[src/rtl/timer_int_ctrl_pkg.sv]
// Shared CSR constants, TCFG layout and helpers for the timer/interrupt block.
package timer_int_ctrl_pkg;

  localparam int unsigned XLEN      = 32;
  localparam int unsigned CSR_NUM_W = 14;
  localparam int unsigned CNT_W     = 64;
  localparam int unsigned HW_INT_W  = 8;
  localparam int unsigned IS_W      = 13;

  localparam logic [CSR_NUM_W-1:0] CSR_ECFG  = 14'h004;
  localparam logic [CSR_NUM_W-1:0] CSR_ESTAT = 14'h005;
  localparam logic [CSR_NUM_W-1:0] CSR_TID   = 14'h040;
  localparam logic [CSR_NUM_W-1:0] CSR_TCFG  = 14'h041;
  localparam logic [CSR_NUM_W-1:0] CSR_TVAL  = 14'h042;
  localparam logic [CSR_NUM_W-1:0] CSR_TICLR = 14'h044;

  localparam int unsigned TCFG_EN        = 0;
  localparam int unsigned TCFG_PERIOD    = 1;
  localparam int unsigned TCFG_INITV_LSB = 2;
  localparam int unsigned TCFG_INITV_MSB = 31;

  localparam int unsigned IS_TI  = 11;
  localparam int unsigned IS_IPI = 12;

  localparam logic [5:0] ECODE_INT = 6'h00;

  typedef struct packed {
    logic [TCFG_INITV_MSB-TCFG_INITV_LSB:0] initval;
    logic                                   periodic;
    logic                                   en;
  } tcfg_t;

  typedef enum logic {
    TMR_IDLE  = 1'b0,
    TMR_ARMED = 1'b1
  } tmr_state_e;

  // Bit-masked CSR update: only bits set in wmask take the new value.
  function automatic logic [XLEN-1:0] mask_wr(input logic [XLEN-1:0] old,
                                              input logic [XLEN-1:0] wmask,
                                              input logic [XLEN-1:0] wvalue);
    return (old & ~wmask) | (wvalue & wmask);
  endfunction

  // TVAL load value derived from a TCFG image.
  function automatic logic [XLEN-1:0] tcfg_reload(input tcfg_t cfg);
    return {cfg.initval, 2'b00};
  endfunction

endpackage

[src/rtl/stable_counter.sv]
// Free-running 64-bit stable counter; only built when STABLE_COUNTER_EN is defined.
`ifdef STABLE_COUNTER_EN
module stable_counter
  import timer_int_ctrl_pkg::*;
(
  input  logic             clk,
  input  logic             resetn,
  output logic [CNT_W-1:0] value
);

  // Wraps from all-ones to zero by natural overflow.
  always_ff @(posedge clk) begin
    if (!resetn) value <= '0;
    else         value <= value + CNT_W'(1);
  end

endmodule
`endif

[src/rtl/timer_int_ctrl.sv]
// Timer (TID/TCFG/TVAL/TICLR), TI pending bit and has_int generation.
// STABLE_COUNTER_EN selects a live 64-bit stable counter on cnt_value.
module timer_int_ctrl
  import timer_int_ctrl_pkg::*;
#(
  parameter logic [31:0] TID_RESET = 32'h0
) (
  input  logic                 clk,
  input  logic                 resetn,
  input  logic                 csr_we,
  input  logic [CSR_NUM_W-1:0] csr_num,
  input  logic [XLEN-1:0]      csr_wmask,
  input  logic [XLEN-1:0]      csr_wvalue,
  input  logic [CSR_NUM_W-1:0] rd_num,
  output logic                 rd_hit,
  output logic [XLEN-1:0]      rd_value,
  input  logic [HW_INT_W-1:0]  hw_int,
  input  logic                 ipi_int,
  input  logic [1:0]           sw_is,
  input  logic                 crmd_ie,
  input  logic [IS_W-1:0]      ecfg_lie,
  output logic [IS_W-1:0]      estat_is,
  output logic                 has_int,
  output logic [CNT_W-1:0]     cnt_value,
  output logic [XLEN-1:0]      cnt_id
);

  tmr_state_e          state_q, state_d;
  tcfg_t               tcfg_q, tcfg_d, tcfg_wr;
  logic [XLEN-1:0]     tval_q, tval_d;
  logic [XLEN-1:0]     tid_q, tid_d;
  logic                ti_q, ti_d;
  logic [HW_INT_W-1:0] hw_is_q;
  logic                has_int_q;

  logic wr_tid, wr_tcfg, wr_ticlr, ti_clr, expire;

  assign wr_tid   = csr_we && (csr_num == CSR_TID);
  assign wr_tcfg  = csr_we && (csr_num == CSR_TCFG);
  assign wr_ticlr = csr_we && (csr_num == CSR_TICLR);
  assign ti_clr   = wr_ticlr && csr_wmask[0] && csr_wvalue[0];
  assign tcfg_wr  = tcfg_t'(mask_wr(XLEN'(tcfg_q), csr_wmask, csr_wvalue));
  assign expire   = (state_q == TMR_ARMED) && tcfg_q.en && (tval_q == '0);

  // Countdown FSM; a TCFG write overrides reload/decrement, TI set beats TI clear.
  always_comb begin
    state_d = state_q;
    tcfg_d  = tcfg_q;
    tval_d  = tval_q;
    tid_d   = tid_q;
    ti_d    = ti_q;

    case (state_q)
      TMR_ARMED: begin
        if (tcfg_q.en) begin
          if (tval_q != '0) begin
            tval_d = tval_q - XLEN'(1);
          end else if (tcfg_q.periodic) begin
            tval_d = tcfg_reload(tcfg_q);
          end else begin
            tval_d  = '1;
            state_d = TMR_IDLE;
          end
        end
      end
      default: ;
    endcase

    if (wr_tcfg) begin
      tcfg_d  = tcfg_wr;
      tval_d  = tcfg_reload(tcfg_wr);
      state_d = tcfg_wr.en ? TMR_ARMED : TMR_IDLE;
    end

    if (wr_tid) tid_d = mask_wr(tid_q, csr_wmask, csr_wvalue);

    if (ti_clr) ti_d = 1'b0;
    if (expire) ti_d = 1'b1;
  end

  always_ff @(posedge clk) begin
    if (!resetn) begin
      state_q   <= TMR_IDLE;
      tcfg_q    <= '0;
      tval_q    <= '0;
      tid_q     <= TID_RESET;
      ti_q      <= 1'b0;
      hw_is_q   <= '0;
      has_int_q <= 1'b0;
    end else begin
      state_q   <= state_d;
      tcfg_q    <= tcfg_d;
      tval_q    <= tval_d;
      tid_q     <= tid_d;
      ti_q      <= ti_d;
      hw_is_q   <= hw_int;
      has_int_q <= crmd_ie && ((estat_is & ecfg_lie) != '0);
    end
  end

  assign estat_is = {ipi_int, ti_q, 1'b0, hw_is_q, sw_is};
  assign has_int  = has_int_q;
  assign cnt_id   = tid_q;

  // Combinational read port for the writeback read mux.
  always_comb begin
    rd_hit   = 1'b0;
    rd_value = '0;
    case (rd_num)
      CSR_TID:   begin rd_hit = 1'b1; rd_value = tid_q;         end
      CSR_TCFG:  begin rd_hit = 1'b1; rd_value = XLEN'(tcfg_q); end
      CSR_TVAL:  begin rd_hit = 1'b1; rd_value = tval_q;        end
      CSR_TICLR: begin rd_hit = 1'b1; rd_value = '0;            end
      default: ;
    endcase
  end

`ifdef STABLE_COUNTER_EN
  stable_counter u_stable_counter (
    .clk    (clk),
    .resetn (resetn),
    .value  (cnt_value)
  );
`else
  assign cnt_value = '0;
`endif

endmodule

[config.mk]
export PLATFORM = sky130hd
export DESIGN_NAME = timer_int_ctrl
export DESIGN_NICKNAME = d
export VERILOG_FILES = /design/src/rtl/timer_int_ctrl_pkg.sv /design/src/rtl/stable_counter.sv /design/src/rtl/timer_int_ctrl.sv
export SDC_FILE = /design/constraint.sdc
export NUM_CORES = 1
export LEC_CHECK = 0
export ABC_AREA = 1
export CAP_MARGIN = 20
export CORE_UTILIZATION = 50
export CTS_CLUSTER_DIAMETER = 120
export DETAILED_ROUTE_END_ITERATION = 6
export PLACE_DENSITY = 0.94
export REMOVE_ABC_BUFFERS = 1
export SETUP_SLACK_MARGIN = 0.3
export SYNTH_ARGS = -nofsm -noshare
export SYNTH_HDL_FRONTEND = slang
export SYNTH_SLANG_ARGS = --single-unit
[constraint.sdc]
create_clock -name clk -period 2.7 [get_ports clk]
set_input_delay 0.27 -clock clk [delete_from_list [all_inputs] [get_ports clk]]
set_output_delay 0.27 -clock clk [all_outputs]
set_load 0.02 [all_outputs]
==> impl_metrics.py, run 1 <==
metrics = {
    "yosys": {
        "synthArstFlopShare_pct": 0,
        "synth.distinct_cells": 42,
        "ys_seq_area_share_pct": 28.6,
        "syn-cell-area_sq_um": 7490,
        "syn_inst": 1228,
        "synth_edf_count": 0,
        "synth-seq-cells": 107,
        "ys.flop_type": "dfxtp_1",
        "syn_avg_cell_area_sq_um": 6.10,
        "yosys_warnings": 0,
    },
    "power_and_ir_drop": {
        "p_sw_share_pct": 25.0,
        "intPower_mw": 2.53,
        "p_leak_nw": 4.47,
        "comb_power_share_pct": 12.6,
        "powerDensity_nw_per_um2": 347,
        "power_frac_clock_pct": 40.3,
        "irDropWorstVdd_uv": 343,
        "p_switching_mw": 0.841,
        "fin_total_pwr_mw": 3.37,
        "p_seq_share_pct": 47.1,
    },
    "grt": {
        "antenna_found_initial": 0,
        "grt_max_degree": 65,
        "grt_pass1_vias": 7705,
        "grtUsageTotal_pct": 28.8,
        "grt_overflow": 0,
        "grt_pass1_wl_microns": 36600,
    },
    "final_layout": {
        "fin_util_pct": 66.6,
        "mostFrequentLayoutCells": "295 x nand2_1, 191 x inv_1, 157 x clkdlybuf4s50_1, 141 x nor2_1, 107 x dfxtp_1",
        "final_nets": 1526,
        "final_common_cell": "nand2_1",
        "regArea_sq_um": 2140,
        "syn_to_final_growth_pct": 29.8,
        "multiInputGateArea_sq_um": 4140,
        "num_antenna_cells": 0,
        "drive_gt1_share_pct": 7.74,
        "fillers": 1267,
        "final_cells": 1593,
    },
    "placement": {
        "place.gp.congestion": 0.923,
        "dp.cells": 1575,
        "dp_hpwl_microns": 17200,
        "port_buffers": 196,
        "dpl_worst_slack_ps": -58.2,
    },
    "routing": {
        "final_antenna_net_count": 0,
        "wirelength_microns": 22700,
        "post-route-drc-count": 0,
        "wl_per_cell_microns": 14.2,
        "num_vias": 8229,
        "wl_met2_microns": 11200,
        "route.top_layer_used": "met4",
        "drt-initial-drc-count": 666,
        "vias_per_cell": 5.17,
        "wl_met1_microns": 9580,
        "first_pass_iters": 5,
        "dr_wl_met3_microns": 1510,
    },
    "floorplan": {
        "rows": 44,
        "dieWidth_microns": 124,
        "dieHeight_microns": 124,
        "core_sq_um": 14600,
        "start_util_pct": 51.3,
        "dieArea_sq_um": 15500,
        "boundaryPins": 263,
    },
    "worst_setup_path": {
        "critPathKind": "in2out",
        "worst_setup_path_start_kind": "input pin",
        "cp.required_ps": 2430,
        "crit_path_end": "rd_value[30]",
        "r2r_cells": 11,
        "crit_path_end_kind": "primary output",
        "crit_fanout": 13,
        "cp_data_arrival_time_ps": 2040,
        "r2r_setup_slack_ps": 730,
        "timing.rr.start": "tval_q[0]",
        "timing.rr.end": "tval_q[22]",
        "startpoint": "rd_num[3]",
    },
    "sta": {
        "hold_violations": 0,
        "slew_violations": 0,
        "setup_slack_ps": 386,
        "finalCriticalPeriod_ps": 2310,
        "skew_ps": 10.4,
        "period_share_pct": 85.7,
        "tns_ps": 0,
        "tightest_slew_ps": 661,
        "max_freq_mhz": 432,
        "grt_setup_unrepaired": "yes",
        "setup_viol": 0,
        "max_slew_margin_pct": 55.9,
    },
    "cts": {
        "holdBufCountCts": 0,
        "cts_buffer_depth": 2,
        "htreeDepth": 3,
        "clk_pin_slew_ps": 70,
        "clock-sinks": 107,
        "cts_buffers": 9,
        "cts_tree": "done",
        "clk_latency_ps": 360,
        "cts_root_buffer": "clkbuf_16",
    },
    "hold_path": {
        "worstHoldPathType": "in2reg",
        "holdCritStartpoint": "hw_int[6]",
    },
    "job": {
        "drv_cap": 0,
    },
    "run_status": {
        "run_status": "finished clean",
    },
}
stage by stage:
step                hold WS (ps)  area (sq um)
floorplan                    363          6980
global placement             489          9400
detailed placement           499          9400
CTS                          440          9700
global route                 460          9720
finish                       437          9720
worst min path at each step:
stage | end | slack, ps | depth (start not counted)
after floorplan | hw_is_q[0] | 360 | 2
after global placement | state_q | 490 | 2
after detailed placement | tcfg_q[24] | 500 | 2
after CTS | hw_is_q[6] | 440 | 3
after global routing | hw_is_q[6] | 460 | 3
final | hw_is_q[6] | 440 | 3
synthesized netlist by cell type, types with 2 or more instances:
master,instances,share of area [%]
nand2_1,295,15
inv_1,191,9.6
nor2_1,144,7.2
dfxtp_1,107,29
o21ai_0,95,6.4
buf_4,72,7.2
nand3_1,67,4.5
a21oi_1,47,3.1
o31ai_1,31,3.1
o22ai_1,30,2.5
clkbuf_1,29,1.5
o211ai_1,21,2.1
buf_2,14,0.94
o21ai_1,12,0.80
nand3_2,9,1.2
nor3_1,7,0.47
xor2_1,6,0.70
inv_2,5,0.25
nand2_2,5,0.42
nor2_2,5,0.42
nand4_1,4,0.33
nor2_4,4,0.60
nand3b_1,3,0.30
a21oi_2,2,0.23
a221oi_1,2,0.23
a22o_1,2,0.23
buf_6,2,0.30
ha_1,2,0.33
or2_1,2,0.17
worst max-delay path: stages:
cell and delay, ps:
clkdlybuf4s50_1 430, or2_4 290, nor3_1 150, and2_4 210, buf_6 170, nand2_1 70, o211ai_1 130, clkdlybuf4s15_2 300
layout make-up:
class	count	area share (%)
multi-input cells	869	42.6
repair buffers	219	22.2
flip-flops and latches	107	22.0
inverters	198	7.68
clock buffers	12	2.54
well taps	184	2.37
clock inverters	4	0.502
cells by family (layout without fill, tap and decap cells):
logic type	count (synthesis)	in the layout	share of synthesized area (%)
and+or+nand+nor	551	551	31.4
buffers and inverters	316	433	19.9
AOI/OAI and AO/OA	244	244	18.9
DFF	107	107	28.6
xor gates and xnor gates	7	7	0.819
adders and majority gates	2	2	0.334
other	1	65	0.0501
power by group through the flow:
stage / Sequential [mW] / Combinational, mW / Clock (mW)
2_1_floorplan: 1.63 / 0.152 / 0
3_3_place_gp: 1.62 / 0.410 / 0
3_5_place_dp: 1.62 / 0.416 / 0
4_1_cts: 1.59 / 0.418 / 1.36
5_1_grt: 1.59 / 0.455 / 1.44
6_report: 1.59 / 0.423 / 1.36
metal layers:
metal | global-route usage, % | vias to the layer above
met5 | 0 | -
met4 | 9.71 | 0
li1 | - | 4142
met3 | 4.08 | 26
met2 | 51.4 | 346
met1 | 35.1 | 3715
repair_timing:
action,CTS,global route
endpoints found under the setup margin,33,33
pin swaps,0,5
cloned,0,1
setup buffers,0,1
resized for setup,63,70
No activity file was read; power rests on OpenSTA's default activity.
==> run 2, diff against run 1 <==
Settings changed: RECOVER_POWER from default to 100.
==> impl_metrics.py, run 2 (synthesis gave the netlist of run 1 again) <==
metrics = {
    "run_status": {
        "run_status": "finished clean",
    },
    "routing": {
        "num_vias": 8255,
        "post-route-drc-count": 0,
        "final_antenna_net_count": 0,
        "drt-initial-drc-count": 591,
        "wirelength_microns": 22700,
        "wl_per_cell_microns": 14.2,
        "first_pass_iters": 7,
        "vias_per_cell": 5.18,
    },
    "sta": {
        "max_slew_margin_pct": 26.1,
        "setup_slack_ps": 242,
        "tightest_slew_ps": 1110,
        "setup_viol": 0,
        "slew_violations": 0,
        "tns_ps": 0,
        "hold_violations": 0,
        "period_share_pct": 91.0,
        "finalCriticalPeriod_ps": 2460,
        "whs_ps": 438,
        "max_freq_mhz": 407,
        "skew_ps": 8.86,
        "grt_setup_unrepaired": "yes",
    },
    "final_layout": {
        "final_nets": 1526,
        "syn_to_final_growth_pct": 28.7,
        "drive_gt1_share_pct": 5.89,
        "multiInputGateArea_sq_um": 4130,
        "fin_util_pct": 66.0,
        "num_antenna_cells": 0,
        "design_area_sq_um": 9640,
        "fillers": 1280,
        "mostFrequentLayoutCells": "295 x nand2_1, 192 x inv_1, 142 x nor2_1, 110 x clkdlybuf4s50_1, 107 x dfxtp_1",
        "final_common_cell": "nand2_1",
        "regArea_sq_um": 2140,
    },
    "grt": {
        "grt_overflow": 0,
        "met2_usage_pct": 51.4,
        "antenna_found_initial": 0,
        "grt_pass1_wl_microns": 36600,
        "use_met1_pct": 35.1,
        "grtUsageMet3_pct": 4.08,
        "grtUsageTotal_pct": 28.8,
        "busiest_layer": "met2",
        "grt_pass1_vias": 7705,
        "grt_max_degree": 65,
    },
    "placement": {
        "place.gp.congestion": 0.923,
        "dpl_worst_slack_ps": -58.2,
        "dp_hpwl_microns": 17200,
        "port_buffers": 196,
        "placed_cell_area_sq_um": 9400,
    },
    "power_and_ir_drop": {
        "p_leak_nw": 4.51,
        "irDropWorstVdd_uv": 343,
        "powerDensity_nw_per_um2": 349,
    },
    "worst_setup_path": {
        "timing.rr.end": "tval_q[22]",
        "cp_data_arrival_time_ps": 2190,
        "r2r_setup_slack_ps": 740,
        "r2r_cells": 11,
        "worst_setup_path_start_kind": "input pin",
        "critPathKind": "in2out",
        "crit_fanout": 18,
        "crit_path_end_kind": "primary output",
        "startpoint": "rd_num[3]",
        "crit_path_end": "rd_value[20]",
        "cp.required_ps": 2430,
        "timing.rr.start": "tval_q[0]",
    },
    "floorplan": {
        "rows": 44,
        "dieArea_sq_um": 15500,
        "core_sq_um": 14600,
        "start_util_pct": 51.3,
        "dieWidth_microns": 124,
        "boundaryPins": 263,
        "dieHeight_microns": 124,
    },
    "cts": {
        "cts_buffers": 9,
        "cts_root_buffer": "clkbuf_16",
        "cts_tree": "done",
        "cts_buffer_depth": 2,
        "clk_pin_slew_ps": 70,
        "htreeDepth": 3,
        "clock-sinks": 107,
        "clk_latency_ps": 360,
    },
    "hold_path": {
        "hold_depth": 3,
        "worstHoldPathType": "in2reg",
    },
    "job": {
        "drv_cap": 0,
    },
}
==> run 2: changes by cell type in the layout (fill, tap and decap cells not counted), sizes merged <==
| cell | change |
|---|---|
| clkdlybuf4s15 | -2 |
| clkbuf | +9 |
| dlygate4sd3 | +47 |
| buf | -9 |
| clkdlybuf4s25 | +2 |
| clkdlybuf4s50 | -47 |
==> run 2: critical path, cell delays in order <==
cell and delay (ps):
clkdlybuf4s50_1 430, or2_4 290, inv_1 130, nand3_4 130
buf_2 280, o211ai_1 230, clkdlybuf4s25_1 400
==> run 2: metal layers <==
metal	up-vias	routed length, microns
li1	4139	-
met1	3741	9560
met2	346	11100
met3	29	1520
met4	0	442
met5	-	0
==> run 2: stage by stage <==
stage / power [mW] / cells
2_1_floorplan: 1.79 / 1174
3_3_place_gp: 2.04 / 1575
3_5_place_dp: 2.04 / 1575
4_1_cts: 3.37 / 1591
5_1_grt: 3.47 / 1593
6_report: 3.36 / 1593
==> run 2: worst min-delay path by stage <==
stage,from,to,slack (ps)
after floorplan,resetn,hw_is_q[0],360
after global placement,state_q,state_q,490
after detailed placement,tcfg_q[24],tcfg_q[24],500
after CTS,hw_int[6],hw_is_q[6],440
after global routing,hw_int[6],hw_is_q[6],460
final,hw_int[6],hw_is_q[6],440
==> run 2: what timing repair did <==
action / 4_1_cts / 5_1_grt
resized for setup: 63 / 70
setup endpoints to repair: 33 / 33
setup buffers: 0 / 1
endpoints found under the hold margin: 0 / 0
pin swaps: 0 / 5
gates cloned: 0 / 1
hold buffers: 0 / 0
==> run 2: power by group <==
part           switching, mW  internal (mW)
Combinational          0.223          0.193
Clock                  0.613          0.747
Sequential           0.00372           1.58
==> run 2: area by class of cell <==
class	instances	area share (%)
tap	184	2.39
multi-input combinational	869	42.9
inverter	198	7.74
clock inverter	4	0.506
sequential	107	22.2
clock buffer	12	2.56
timing repair buffer	219	21.7
==> run 3, diff against run 2 <==
Settings changed: RECOVER_POWER 100 to 25.
==> impl_metrics.py, run 3 (synthesis gave the netlist of run 1 again) <==
metrics = {
    "run_status": {
        "run_status": "finished clean",
    },
    "cts": {
        "clk_latency_ps": 360,
        "htreeDepth": 3,
        "holdBufCountCts": 0,
        "clk_pin_slew_ps": 70,
        "cts_tree": "done",
        "cts_root_buffer": "clkbuf_16",
        "cts_buffer_depth": 2,
        "clock-sinks": 107,
        "cts_buffers": 9,
    },
    "worst_setup_path": {
        "r2r_setup_slack_ps": 750,
        "slowest_delay_ps": 430,
        "crit_chain": "clkdlybuf4s50_1 > or2_4 > nor3_1 > and2_4 > buf_6 > nand2_1 > o211ai_1 > clkdlybuf4s15_2",
        "cp.required_ps": 2430,
        "cp_data_arrival_time_ps": 2040,
        "timing.rr.end": "tval_q[22]",
        "timing.rr.start": "tval_q[0]",
        "critPathKind": "in2out",
        "slowest_stage": "clkdlybuf4s50_1",
        "r2r_cells": 11,
        "crit_path_end_kind": "primary output",
        "crit_fanout": 13,
        "worst_setup_path_start_kind": "input pin",
    },
    "placement": {
        "placed_cell_area_sq_um": 9400,
        "dp.cells": 1575,
        "dpl_worst_slack_ps": -58.2,
        "place.gp.congestion": 0.923,
        "dp_hpwl_microns": 17200,
        "port_buffers": 196,
    },
    "grt": {
        "grt_pass1_wl_microns": 36600,
        "grt_max_degree": 65,
        "grt_overflow": 0,
        "grt_pass1_vias": 7705,
        "antenna_found_initial": 0,
        "grtUsageTotal_pct": 28.8,
    },
    "power_and_ir_drop": {
        "p_switching_mw": 0.838,
        "power_frac_clock_pct": 40.3,
        "powerDensity_nw_per_um2": 347,
        "irDropWorstVdd_uv": 344,
        "fin_total_pwr_mw": 3.36,
        "p_seq_share_pct": 47.2,
        "comb_power_share_pct": 12.5,
        "p_leak_nw": 4.55,
        "p_sw_share_pct": 24.9,
        "intPower_mw": 2.53,
    },
    "sta": {
        "hold_violations": 0,
        "period_share_pct": 85.6,
        "tns_ps": 0,
        "setup_viol": 0,
        "slew_violations": 0,
        "max_freq_mhz": 433,
        "tightest_slew_ps": 1140,
        "finalCriticalPeriod_ps": 2310,
        "setup_slack_ps": 389,
        "grt_setup_unrepaired": "yes",
        "skew_ps": 7.95,
        "whs_ps": 438,
        "max_slew_margin_pct": 24.3,
    },
    "job": {
        "drv_cap": 0,
    },
    "hold_path": {
        "hold_end": "hw_is_q[6]",
        "holdCritStartpoint": "hw_int[6]",
        "hold_depth": 3,
        "worstHoldPathType": "in2reg",
    },
    "routing": {
        "final_antenna_net_count": 0,
        "wl_per_cell_microns": 14.2,
        "wirelength_microns": 22700,
        "vias_per_cell": 5.17,
        "post-route-drc-count": 0,
        "drt-initial-drc-count": 642,
        "num_vias": 8240,
        "first_pass_iters": 5,
    },
    "floorplan": {
        "rows": 44,
        "dieWidth_microns": 124,
        "boundaryPins": 263,
        "dieHeight_microns": 124,
        "start_util_pct": 51.3,
        "dieArea_sq_um": 15500,
        "core_sq_um": 14600,
    },
    "final_layout": {
        "mostFrequentLayoutCells": "295 x nand2_1, 191 x inv_1, 142 x nor2_1, 127 x clkdlybuf4s50_1, 107 x dfxtp_1",
        "final_common_cell": "nand2_1",
        "design_area_sq_um": 9690,
        "syn_to_final_growth_pct": 29.4,
        "final_nets": 1526,
        "fin_util_pct": 66.4,
        "drive_gt1_share_pct": 7.59,
        "num_antenna_cells": 0,
        "final_cells": 1593,
    },
}
-- run 3: cell types whose count changed in the layout (fill, tap and decap cells not counted), moves of 2 or more --
cell / delta
buf_4: +4
dlygate4sd3_1: -17
buf_2: +3
clkbuf_2: +14
clkdlybuf4s50_1: +17
o21ai_0: -4
clkbuf_1: -21
clkdlybuf4s25_1: -2
o21ai_1: +4
-- run 3: timing repair --
action | 4_1_cts | 5_1_grt
gates resized for setup | 63 | 70
pin swaps | 0 | 5
buffers inserted | 0 | 1
setup endpoints to repair | 33 | 33
cloned | 0 | 1
-- run 3: critical path: cells and delay by family --
| family | cells | cell delay, ps |
|---|---|---|
| AO/OA/AOI/OAI | 1 | 130 |
| AND/OR/NAND/NOR | 4 | 720 |
| buffers and inverters | 3 | 900 |
-- run 3: area by class of cell --
class	count	area [sq um]
clock inverters	4	48.8
inverters	198	746
repair buffers	219	2140
well taps	184	230
clock buffers	12	246
multi-input cells	869	4130
flip-flops and latches	107	2140
fillers	1273	4900
-- run 3: worst max-delay path by stage --
stage / slack [ps] / cells past startpoint / start / to
global route: 240 / 10 / rd_num[10] / rd_hit
global placement: -0.04 / 10 / rd_num[9] / rd_value[14]
floorplan: 170 / 5 / rd_num[9] / rd_value[0]
finish: 390 / 8 / rd_num[3] / rd_value[30]
CTS: 220 / 10 / rd_num[9] / rd_value[14]
detailed placement: -60 / 11 / rd_num[9] / rd_value[4]
-- run 3: layer usage --
layer | track usage, % | up-vias | wire [microns]
li1 | - | 4143 | -
met4 | 9.71 | 0 | 419
met5 | 0 | - | 0
met3 | 4.08 | 26 | 1610
met1 | 35.1 | 3703 | 9430
met2 | 51.4 | 368 | 11200
-- run 3: power groups by stage --
stage | Combinational (mW) | Sequential [mW] | Clock, mW
3_3_place_gp | 0.410 | 1.62 | 0
4_1_cts | 0.418 | 1.59 | 1.36
6_report | 0.419 | 1.59 | 1.36
3_5_place_dp | 0.416 | 1.62 | 0
2_1_floorplan | 0.152 | 1.63 | 0
5_1_grt | 0.451 | 1.59 | 1.44
